[config.mk]
export PLATFORM = sky130hd
export DESIGN_NAME = issue_scheduler
export DESIGN_NICKNAME = d
export VERILOG_FILES = /design/src/rtl/pipeline_pkg.sv /design/src/rtl/operand_usage.sv /design/src/rtl/issue_scheduler.sv
export SDC_FILE = /design/constraint.sdc
export NUM_CORES = 1
export LEC_CHECK = 0
export CAP_MARGIN = 25
export CORE_MARGIN = 3
export CORE_UTILIZATION = 39
export DETAILED_ROUTE_END_ITERATION = 8
export PLACE_DENSITY = 0.86
export SLEW_MARGIN = 0
export SYNTH_ARGS = -nofsm -noshare
export SYNTH_HDL_FRONTEND = slang
export SYNTH_SLANG_ARGS = --single-unit
export TNS_END_PERCENT = 1
[constraint.sdc]
create_clock -name clk -period 3.75 [get_ports clk]
set_clock_uncertainty 0.15 [all_clocks]
set_input_delay 0.75 -clock clk [delete_from_list [all_inputs] [get_ports clk]]
set_output_delay 0.75 -clock clk [all_outputs]
set_load 0.01 [all_outputs]
[src/rtl/pipeline_pkg.sv]
// Shared pipeline definitions: opcode constants, decoded-instruction layout, scheduler states.
package pipeline_pkg;

    localparam int unsigned NUM_REGS = 32;
    localparam int unsigned XLEN     = 32;

    localparam logic [6:0] OP     = 7'b0110011;
    localparam logic [6:0] OP_IMM = 7'b0010011;
    localparam logic [6:0] LOAD   = 7'b0000011;
    localparam logic [6:0] STORE  = 7'b0100011;
    localparam logic [6:0] BRANCH = 7'b1100011;
    localparam logic [6:0] LUI    = 7'b0110111;
    localparam logic [6:0] JAL    = 7'b1101111;
    localparam logic [6:0] JALR   = 7'b1100111;

    typedef struct packed {
        logic [6:0]  opcode;
        logic [4:0]  rd;
        logic [4:0]  rs1;
        logic [4:0]  rs2;
        logic [2:0]  funct3;
        logic [6:0]  funct7;
        logic [31:0] imm;
    } decoded_inst_t;

    typedef enum logic {
        RUN   = 1'b0,
        FLUSH = 1'b1
    } sched_state_t;

endpackage

[src/rtl/operand_usage.sv]
// Maps an opcode to the register operands it reads and writes.
//   i_opcode      : 7-bit major opcode
//   o_use_rs1_c   : instruction reads rs1
//   o_use_rs2_c   : instruction reads rs2
//   o_use_rd_c    : instruction writes rd
module operand_usage
    import pipeline_pkg::*;
(
    input  logic [6:0] i_opcode,
    output logic       o_use_rs1_c,
    output logic       o_use_rs2_c,
    output logic       o_use_rd_c
);

    always_comb begin
        o_use_rs1_c = 1'b0;
        o_use_rs2_c = 1'b0;
        o_use_rd_c  = 1'b0;
        case (i_opcode)
            OP: begin
                o_use_rs1_c = 1'b1;
                o_use_rs2_c = 1'b1;
                o_use_rd_c  = 1'b1;
            end
            LOAD, OP_IMM, JALR: begin
                o_use_rs1_c = 1'b1;
                o_use_rd_c  = 1'b1;
            end
            STORE, BRANCH: begin
                o_use_rs1_c = 1'b1;
                o_use_rs2_c = 1'b1;
            end
            LUI, JAL: begin
                o_use_rd_c  = 1'b1;
            end
            default: ;
        endcase
    end

endmodule

[src/rtl/issue_scheduler.sv]
// Issue scheduler between Decode and Execute: register scoreboard, outstanding-writer
// limit, and a redirect flush sequencer driving Decode's stall/kill.
//   clk, reset (async, active-high)
//   dec_valid, decoded_inst0, decoded_inst0_pc : candidate instruction from Decode
//   ex_ready                                   : execute can accept this cycle
//   wb_valid, wb_rd                            : register writeback retirement
//   redirect_valid                             : control-flow redirect from execute
//   stall, kill                                : flow control back to Decode/Fetch
//   issue_valid, issue_inst, issue_pc          : issued instruction to execute
//   sb_busy                                    : scoreboard busy vector (debug)
module issue_scheduler
    import pipeline_pkg::*;
#(
    parameter int unsigned FLUSH_CYCLES    = 2,
    parameter int unsigned MAX_OUTSTANDING = 4
)
(
    input  logic                clk,
    input  logic                reset,
    input  logic                dec_valid,
    input  logic [63:0]         decoded_inst0,
    input  logic [XLEN-1:0]     decoded_inst0_pc,
    input  logic                ex_ready,
    input  logic                wb_valid,
    input  logic [4:0]          wb_rd,
    input  logic                redirect_valid,
    output logic                stall,
    output logic                kill,
    output logic                issue_valid,
    output logic [63:0]         issue_inst,
    output logic [XLEN-1:0]     issue_pc,
    output logic [NUM_REGS-1:0] sb_busy
);

    localparam int unsigned CNT_W = $clog2(MAX_OUTSTANDING + 1);
    localparam int unsigned FC_W  = 4;

    decoded_inst_t       w_inst;
    logic                w_use_rs1;
    logic                w_use_rs2;
    logic                w_use_rd;
    logic [NUM_REGS-1:0] w_wb_mask;
    logic [NUM_REGS-1:0] w_busy_eff;
    logic [NUM_REGS-1:0] w_set_mask;
    logic                w_hazard;
    logic                w_writes_rd;
    logic                w_full;
    logic                w_issue;
    logic                w_inc;

    logic [NUM_REGS-1:0] r_sb;
    logic [CNT_W-1:0]    r_count;
    sched_state_t        r_state;
    logic [FC_W-1:0]     r_flush_cnt;
    logic                r_kill;

    assign w_inst = decoded_inst_t'(decoded_inst0);

    operand_usage u_operand_usage (
        .i_opcode    (w_inst.opcode),
        .o_use_rs1_c (w_use_rs1),
        .o_use_rs2_c (w_use_rs2),
        .o_use_rd_c  (w_use_rd)
    );

    // Same-cycle writeback releases its register (register file writes through).
    assign w_wb_mask  = wb_valid ? (NUM_REGS'(1) << wb_rd) : '0;
    assign w_busy_eff = r_sb & ~w_wb_mask;

    // x0 is never busy, so no explicit x0 term is needed in the hazard check.
    assign w_hazard = (w_use_rs1 & w_busy_eff[w_inst.rs1])
                    | (w_use_rs2 & w_busy_eff[w_inst.rs2])
                    | (w_use_rd  & w_busy_eff[w_inst.rd]);

    assign w_writes_rd = w_use_rd & (w_inst.rd != 5'd0);
    assign w_full      = w_writes_rd & (r_count == CNT_W'(MAX_OUTSTANDING)) & ~wb_valid;

    assign w_issue = dec_valid & ~w_hazard & ~w_full & ex_ready & ~redirect_valid
                   & (r_state == RUN);
    assign w_inc   = w_issue & w_writes_rd;

    assign w_set_mask = w_inc ? (NUM_REGS'(1) << w_inst.rd) : '0;

    assign issue_valid = w_issue;
    assign issue_inst  = w_inst;
    assign issue_pc    = decoded_inst0_pc;
    assign stall       = (r_state == RUN) & dec_valid & ~w_issue & ~redirect_valid;
    assign kill        = r_kill;
    assign sb_busy     = r_sb;

    // Scoreboard: clear on writeback, then set on issue so set wins a collision.
    always_ff @(posedge clk or posedge reset) begin
        if (reset) begin
            r_sb <= '0;
        end else begin
            r_sb <= (r_sb & ~w_wb_mask) | w_set_mask;
        end
    end

    // Outstanding writers; underflow saturates at zero.
    always_ff @(posedge clk or posedge reset) begin
        if (reset) begin
            r_count <= '0;
        end else if (w_inc && !wb_valid) begin
            r_count <= r_count + CNT_W'(1);
        end else if (!w_inc && wb_valid && (r_count != '0)) begin
            r_count <= r_count - CNT_W'(1);
        end
    end

    // Flush sequencer: kill mirrors the FLUSH state, redirect (re)loads the counter.
    always_ff @(posedge clk or posedge reset) begin
        if (reset) begin
            r_state     <= RUN;
            r_flush_cnt <= '0;
            r_kill      <= 1'b0;
        end else if (redirect_valid) begin
            r_state     <= FLUSH;
            r_flush_cnt <= FC_W'(FLUSH_CYCLES - 1);
            r_kill      <= 1'b1;
        end else if (r_state == FLUSH) begin
            if (r_flush_cnt == '0) begin
                r_state <= RUN;
                r_kill  <= 1'b0;
            end else begin
                r_flush_cnt <= r_flush_cnt - FC_W'(1);
            end
        end
    end

    a_wb_underflow: assert property (@(posedge clk) disable iff (reset)
        !(wb_valid && (r_count == '0)));

endmodule

Word level (Yosys, flattened, before mapping)
Cells that the tools add are included.
{ "op_classes": {"eq_ne": 10, "bitwise": 26, "order_cmp": 3, "muxes": 22, "reduce_logical": 16, "n_addsub": 3, "shift": 2} }
{ "op_table": {"columns": ["cell", "count"], "rows": [
  ["$mux W32", 2],
  ["$shl A1 B5 Y32 const A", 2],
  ["$and A32 B32 Y32", 1],
  ["$not A32 Y32", 1],
  ["$or A32 B32 Y32", 1],
  ["$eq A7 B6 Y1 const B", 3],
  ["$eq A7 B7 Y1 const B", 3],
  ["$lt A5 B6 Y1 const B", 3],
  ["$and A1 B1 Y1", 15],
  ["$bmux W1 S5", 3],
  ["$mux W1", 12],
  ["$mux W4", 3],
  ["$reduce_or A6 Y1", 2],
  ["$eq A7 B2 Y1 const B", 1],
  ["$eq A7 B5 Y1 const B", 1],
  ["$mux W3", 2],
  ["$not A1 Y1", 6],
  ["$reduce_bool A2 Y1", 3],
  ["$reduce_bool A5 Y1", 1],
  ["$logic_not A4 Y1", 1],
  ["$reduce_and A2 Y1", 2],
  ["$sub A4 B1 Y4 const B", 1],
  ["$add A3 B1 Y3 const B", 1],
  ["$eq A3 B3 Y1 const B", 1],
  ["other kinds (7)", 11]
]} }
{ "totals": {"ff_bits": 41, "elab_cells": 87} }

Depth between registers and ports, before layout
{ "depth": {"depth_word": 21, "mapped_depth": 16, "depth_no_buf": 13} }

Modules after synthesis
From an unflattened synthesis, not the netlist that was laid out.
{ "unflattened": {"cells_unflattened": 530, "hier_area_um2": 4584.4} }
{ "by_module_without_submodules": {"columns": ["module", "area_each_um2", "instances", "seq_area_each_um2", "cells_per_inst"], "rows": [
  ["issue_scheduler", 4495.6, 1, 1026.0, 520],
  ["operand_usage", 88.8, 1, 0.0, 10]
]} }

Least setup slack after synthesis
OpenSTA, ideal clock, no wires.
{ "synth_path": {"path_kind": "in2reg", "start": "in decoded_inst0[47]", "end": "reg r_count[1]", "cell_stages": 12, "n_path_buf": 1, "arrival_time_ns": 3.843, "path_slack_ns": -0.370, "setup_time_ns": 0.126, "t_required_ns": 3.474, "cell_sequence": "clkbuf_1 -> mux4_2 -> a21boi_0 -> o311ai_0 -> nand3_1 -> and4bb_1 -> nand4_4 -> nor2_1 -> nand2_1 -> fa_1 -> mux2_2 -> a221o_1"} }
{ "synth_between": {"elab_chain_cells": 16, "elab_cells_between_ends": 18, "classes_between": "mux: 3; bitwise: 10; reduce/logical: 5"} }
{ "synth_lines": {"columns": ["item", "line", "source"], "rows": [
  ["start, declared", "issue_scheduler.sv:21", "input logic [63:0] decoded_inst0,"],
  ["$bmux W1 S5 (*)", "issue_scheduler.sv:71", "assign w_hazard = (w_use_rs1 & w_busy_eff[w_inst.rs1])"],
  ["$mux W1 (not written as such) (*)", "issue_scheduler.sv:71", null],
  ["$and A1 B1 Y1 (*)", "issue_scheduler.sv:71", null],
  ["$or A1 B1 Y1 (*)", "issue_scheduler.sv:72", "| (w_use_rs2 & w_busy_eff[w_inst.rs2])"],
  ["$or A1 B1 Y1 (*)", "issue_scheduler.sv:73", "| (w_use_rd & w_busy_eff[w_inst.rd]);"],
  ["$not A1 Y1 (*)", "issue_scheduler.sv:78", "assign w_issue = dec_valid & ~w_hazard & ~w_full & ex_ready & ~redirect_valid"],
  ["$and A1 B1 Y1 (*) (4 in a row)", "issue_scheduler.sv:78", null],
  ["$and A1 B1 Y1 (*)", "issue_scheduler.sv:79", "& (r_state == RUN);"],
  ["net issue_valid", "issue_scheduler.sv:29", "output logic issue_valid,"],
  ["$and A1 B1 Y1 (*)", "issue_scheduler.sv:80", "assign w_inc = w_issue & w_writes_rd;"],
  ["$logic_not A1 Y1", "issue_scheduler.sv:106", "end else if (!w_inc && wb_valid && (r_count != '0)) begin"],
  ["$logic_and A1 B1 Y1 (2 in a row)", "issue_scheduler.sv:106", null],
  ["$reduce_bool A2 Y1 (no line)", null, null],
  ["end signal, assigned", "issue_scheduler.sv:105", "r_count <= r_count + CNT_W'(1);"],
  ["end signal, assigned", "issue_scheduler.sv:107", "r_count <= r_count - CNT_W'(1);"],
  ["end, declared", "issue_scheduler.sv:52", "logic [CNT_W-1:0] r_count;"]
]} }
Mark *: on every way through the listed nets, which the timed path passes. The rest lies on a longest branch. The select of a mux whose other input is x is not followed.
A chain may end at the register's enable or synchronous reset.

Worst setup path in the final report
{ "layout_path": {"start": "in wb_valid", "end": "reg r_count[1]"} }
{ "layout_between": {"elab_chain_cells": 19, "elab_cells_between_ends": 31, "classes_between": "mux: 8; bitwise: 17; reduce/logical: 6"} }
{ "layout_lines": {"columns": ["item", "line", "source"], "rows": [
  ["start, declared", "issue_scheduler.sv:24", "input logic wb_valid,"],
  ["$mux W32", "issue_scheduler.sv:67", "assign w_wb_mask = wb_valid ? (NUM_REGS'(1) << wb_rd) : '0;"],
  ["$not A32 Y32", "issue_scheduler.sv:68", "assign w_busy_eff = r_sb & ~w_wb_mask;"],
  ["$and A32 B32 Y32", "issue_scheduler.sv:68", null],
  ["$bmux W1 S5, on equally long branches", "issue_scheduler.sv:71, issue_scheduler.sv:72", null],
  ["$mux W1, on equally long branches", "issue_scheduler.sv:71, issue_scheduler.sv:72", null],
  ["$and A1 B1 Y1, on equally long branches", "issue_scheduler.sv:71, issue_scheduler.sv:72", null],
  ["$or A1 B1 Y1", "issue_scheduler.sv:72", null],
  ["$or A1 B1 Y1", "issue_scheduler.sv:73", null],
  ["$not A1 Y1", "issue_scheduler.sv:78", null],
  ["$and A1 B1 Y1 (4 in a row)", "issue_scheduler.sv:78", null],
  ["$and A1 B1 Y1", "issue_scheduler.sv:79", null],
  ["$and A1 B1 Y1", "issue_scheduler.sv:80", null],
  ["$logic_not A1 Y1", "issue_scheduler.sv:106", null],
  ["$logic_and A1 B1 Y1 (2 in a row)", "issue_scheduler.sv:106", null],
  ["$reduce_bool A2 Y1 (no line)", null, null]
]} }
Several ways; a longest one is shown, not always the timed one. The select of a mux whose other input is x is not followed.

==> run_results.csv <==
group,metric,value,unit
critical_path,critPathSlowestCell,"or4bb_4",
yosys,synth.avg_cell_area,8.52,um2
final_layout,final_nets,709,
timing,rsz0062_at_grt,"yes",
yosys,synth_area,4130,um2
yosys,ys_seq_area_share,24.8,%
timing,setup_viol,0,
power_and_ir_drop,p_int,0.000973,W
clock_tree,cts-root-buf,"clkbuf_8",
yosys,synthDistinctLibCells,68,
timing,drv_slew,0,
critical_path,crit_family,"simple AND/OR/NAND/NOR gates",
die,die_w,109,um
clock_tree,clk_latency,0.31,ns
timing,worst_slew_pin_slew,0.602,ns
critical_path,path_common_cell,"buf_6",
route,post-route-drc-count,0,
power_and_ir_drop,p_seq_share,36.6,%
final_layout,area_delta_synth_final,41.3,%
yosys,synth-seq-cells,41,
timing,fmax,0.269,GHz
clock_tree,cts_tree,"built",
placed_design,dpl.hpwl,12.4,mm
timing,hold_violations,0,
final_layout,instances_no_fill,733,
route,drtPass1Iterations,5,
yosys,synth_cells,485,
power_and_ir_drop,powerDensity,249,nW/um2
die,die_area,11900,um2
placed_design,dp.cells,709,
critical_path,crit_buf_inv,2,
final_layout,final_common_cell,"buf_4",
clock_tree,cts_made_buffers,5,
critical_path,crit_start,"wb_valid",
critical_path,crit_path_start_kind,"input pin",
clock_tree,htree_levels,2,
run_status,status,"finished, final reports clean",
placed_design,gp_congestion,0.932,
final_layout,final_cell_mix,"buf_4 (131), clkdlybuf4s50_1 (67), dfrtp_1 (41)",
critical_path,cp-end-kind,"flip-flop",
grt,grt_max_degree,42,
route,ant_nets,0,
critical_path,crit_path_cell_trace,"buf_6, buf_6, or4bb_4, o21ai_4, mux4_2, a31oi_1, nand3_1, nand4_1, nor2_4, nand2_2, fa_1, mux2_4, a221o_1",
critical_path,arrival,3.75,ns
critical_path,max_stage_delay,0.54,ns
route,routedWlPerCell,21.7,um
power_and_ir_drop,switching_share,33.1,%
placed_design,port_buffers,89,
die,num_rows,36,
power_and_ir_drop,p_leak,2.42,nW
run,max_cap_viol_count,0,
yosys,synth_flop_cell,"dfrtp_1",
clock_tree,clkTransAtPathRegs,0.08,ns
clock_tree,cts_hold_buf,0,
die,die_h,109,um
clock_tree,clock_path_buffers,2,
timing,min_period,3.72,ns
route,drt_iter0_drc,326,
critical_path,reg2reg_from,"sb_busy[7]",
yosys,async_flop_share,100,%
timing,maxSlewHeadroom,59.8,%
route,vias_per_cell,5.92,
critical_path,cp_data_required_time,3.78,ns
route,vias,4339,
power_and_ir_drop,power_frac_clock,25.3,%
final_layout,fillers,894,
grt,grt_antenna_before_repair,0,
yosys,syn_nets,595,
yosys,synth_edf_count,0,
critical_path,worst-setup-path-type,"input pin to flip-flop",
die,start_util,41.1,%
final_layout,drive_gt1_share,37.2,%
power_and_ir_drop,netSwitchingPower,0.000482,W
min_path,hp-class,"flip-flop to flip-flop",
min_path,hold_start,"kill",
grt,overflow,0,
yosys,ys_warn_count,0,
grt,grt_pass1_wl,24.2,mm
timing,finalCritPeriodShare,99.2,%
critical_path,worst-path-max-fanout,6,
final_layout,num_antenna_cells,0,
route,routed_wl,15.9,mm
power_and_ir_drop,p_comb_share,38.1,%
power_and_ir_drop,p_total,0.00145,W
die,core,10000,um2
power_and_ir_drop,peakVddDrop,0.175,mV
die,ios,238,
grt,grt_usage,26.7,%
grt,grt_pass1_vias,4336,
clock_tree,clock_sinks,41,
[worst reg2reg max path, cell delays in order, from the launching register on]
cell and delay (ns):
dfrtp_1 0.46, mux4_2 0.51, a21boi_4 0.16, o311ai_2 0.24
buf_4 0.16, nand3_1 0.07, and4bb_2 0.34, nand4_4 0.10
nor2_4 0.14, nand2_2 0.07, fa_1 0.48, mux2_4 0.28
a221o_1 0.30
[area by class of cell]
| class | instances | area, um2 | area share, % |
|---|---|---|---|
| clock inverters | 2 | 38.8 | 0.665 |
| inverters | 16 | 61.3 | 1.05 |
| well taps | 133 | 166 | 2.85 |
| multi-input cells | 308 | 2490 | 42.7 |
| flip-flops and latches | 41 | 1030 | 17.6 |
| clock buffers | 6 | 72.6 | 1.24 |
| repair buffers | 227 | 1980 | 33.9 |
[per-layer routing]
layer	GRT usage [%]	part of all wire [%]
met1	35.5	41
met2	42.9	46
met3	4.56	8.4
met4	10.9	3.8
met5	0	0
[cells by family after synthesis]
group                      share of synthesized area (%)
adders and majority gates                           1.09
muxes                                               7.91
DFF                                                 24.8
and+or+nand+nor                                     21.4
AOI/OAI and AO/OA                                   21.4
xor gates and xnor gates                            1.91
buffers and inverters                               21.5
[path summary, 6_finish.rpt]
kind                       cells past startpoint           to  slack [ns]
setup / recovery                              13   r_count[1]        0.03
setup reg to reg                              12   r_count[1]        0.16
min in group asynchronous                      3  sb_busy[25]        0.73
hold / removal                                 1         kill        0.33
hold reg to reg                                1         kill        0.33
max in group asynchronous                      3   r_count[0]        2.33
[synthesized netlist by cell type (3+ instances only)]
master      n  area (um2)
and3b_1     3        26.3
buf_4      96         721
o21ai_1     4        20.0
nand3b_1    4        30.0
inv_1      15        56.3
buf_2       9        45.0
nor2b_1    10        62.6
or2_2       5        31.3
o211ai_1   15         113
o21a_1      4        30.0
xnor2_1     7        61.3
a21oi_1     6        30.0
nand3_1    12        60.1
and2_1      5        31.3
mux2i_1     9        90.1
nand4b_1    4        35.0
nor4b_1     3        26.3
a22oi_1     4        30.0
nand2b_1    9        56.3
mux4_2      8         180
clkbuf_1   13        48.8
mux2_2      5        56.3
nand4bb_1   3        33.8
nand2_1    16        60.1
nor2_1     31         116
dfrtp_1    41        1030
o2111ai_1  13         114
a31oi_1     3        18.8
nor3_1      7        35.0
nand4_1     8        50.1
o21bai_1    5        37.5
o21ai_0    53         265
and3_1      6        37.5
nor3b_1     3        22.5
[registers in the layout (all words and copies together), names as in the netlist]
name and flops:
kill 1, r_count 3, r_flush_cnt 4, r_state 1
sb_busy 32
[power by group through the flow]
stage	logic (W)	clock network (W)	registers, W
2_1_floorplan	0.000375	0	0.000533
3_3_place_gp	0.000481	0	0.000536
3_5_place_dp	0.000503	0	0.000542
4_1_cts	0.000539	0.000379	0.000532
5_1_grt	0.000604	0.000396	0.000542
6_report	0.000554	0.000368	0.000533
[what timing repair did]
action / in CTS / in global routing
gates resized for setup: 101 / 37
hold endpoints to repair: 0 / 0
gates cloned: 1 / 0
buffers inserted: 9 / 7
setup endpoints to repair: 36 / 4
pin swaps: 23 / 22
[metrics by stage]
stage	hold slack [ns]	area [um2]	setup WS (ns)	utilization, %	setup TNS (ns)
2_1_floorplan	0.343	4170	-0.0454	-	-0.0454
3_3_place_gp	0.308	5330	-0.961	53.1	-20.37
3_5_place_dp	0.323	5330	-0.982	53.1	-21.76
4_1_cts	0.342	5680	-0.0516	56.5	-0.0710
5_1_grt	0.367	5840	-0.0306	58.1	-0.0541
6_report	0.334	5840	0.0297	58.1	0
No activity file was read; power rests on OpenSTA's default activity.
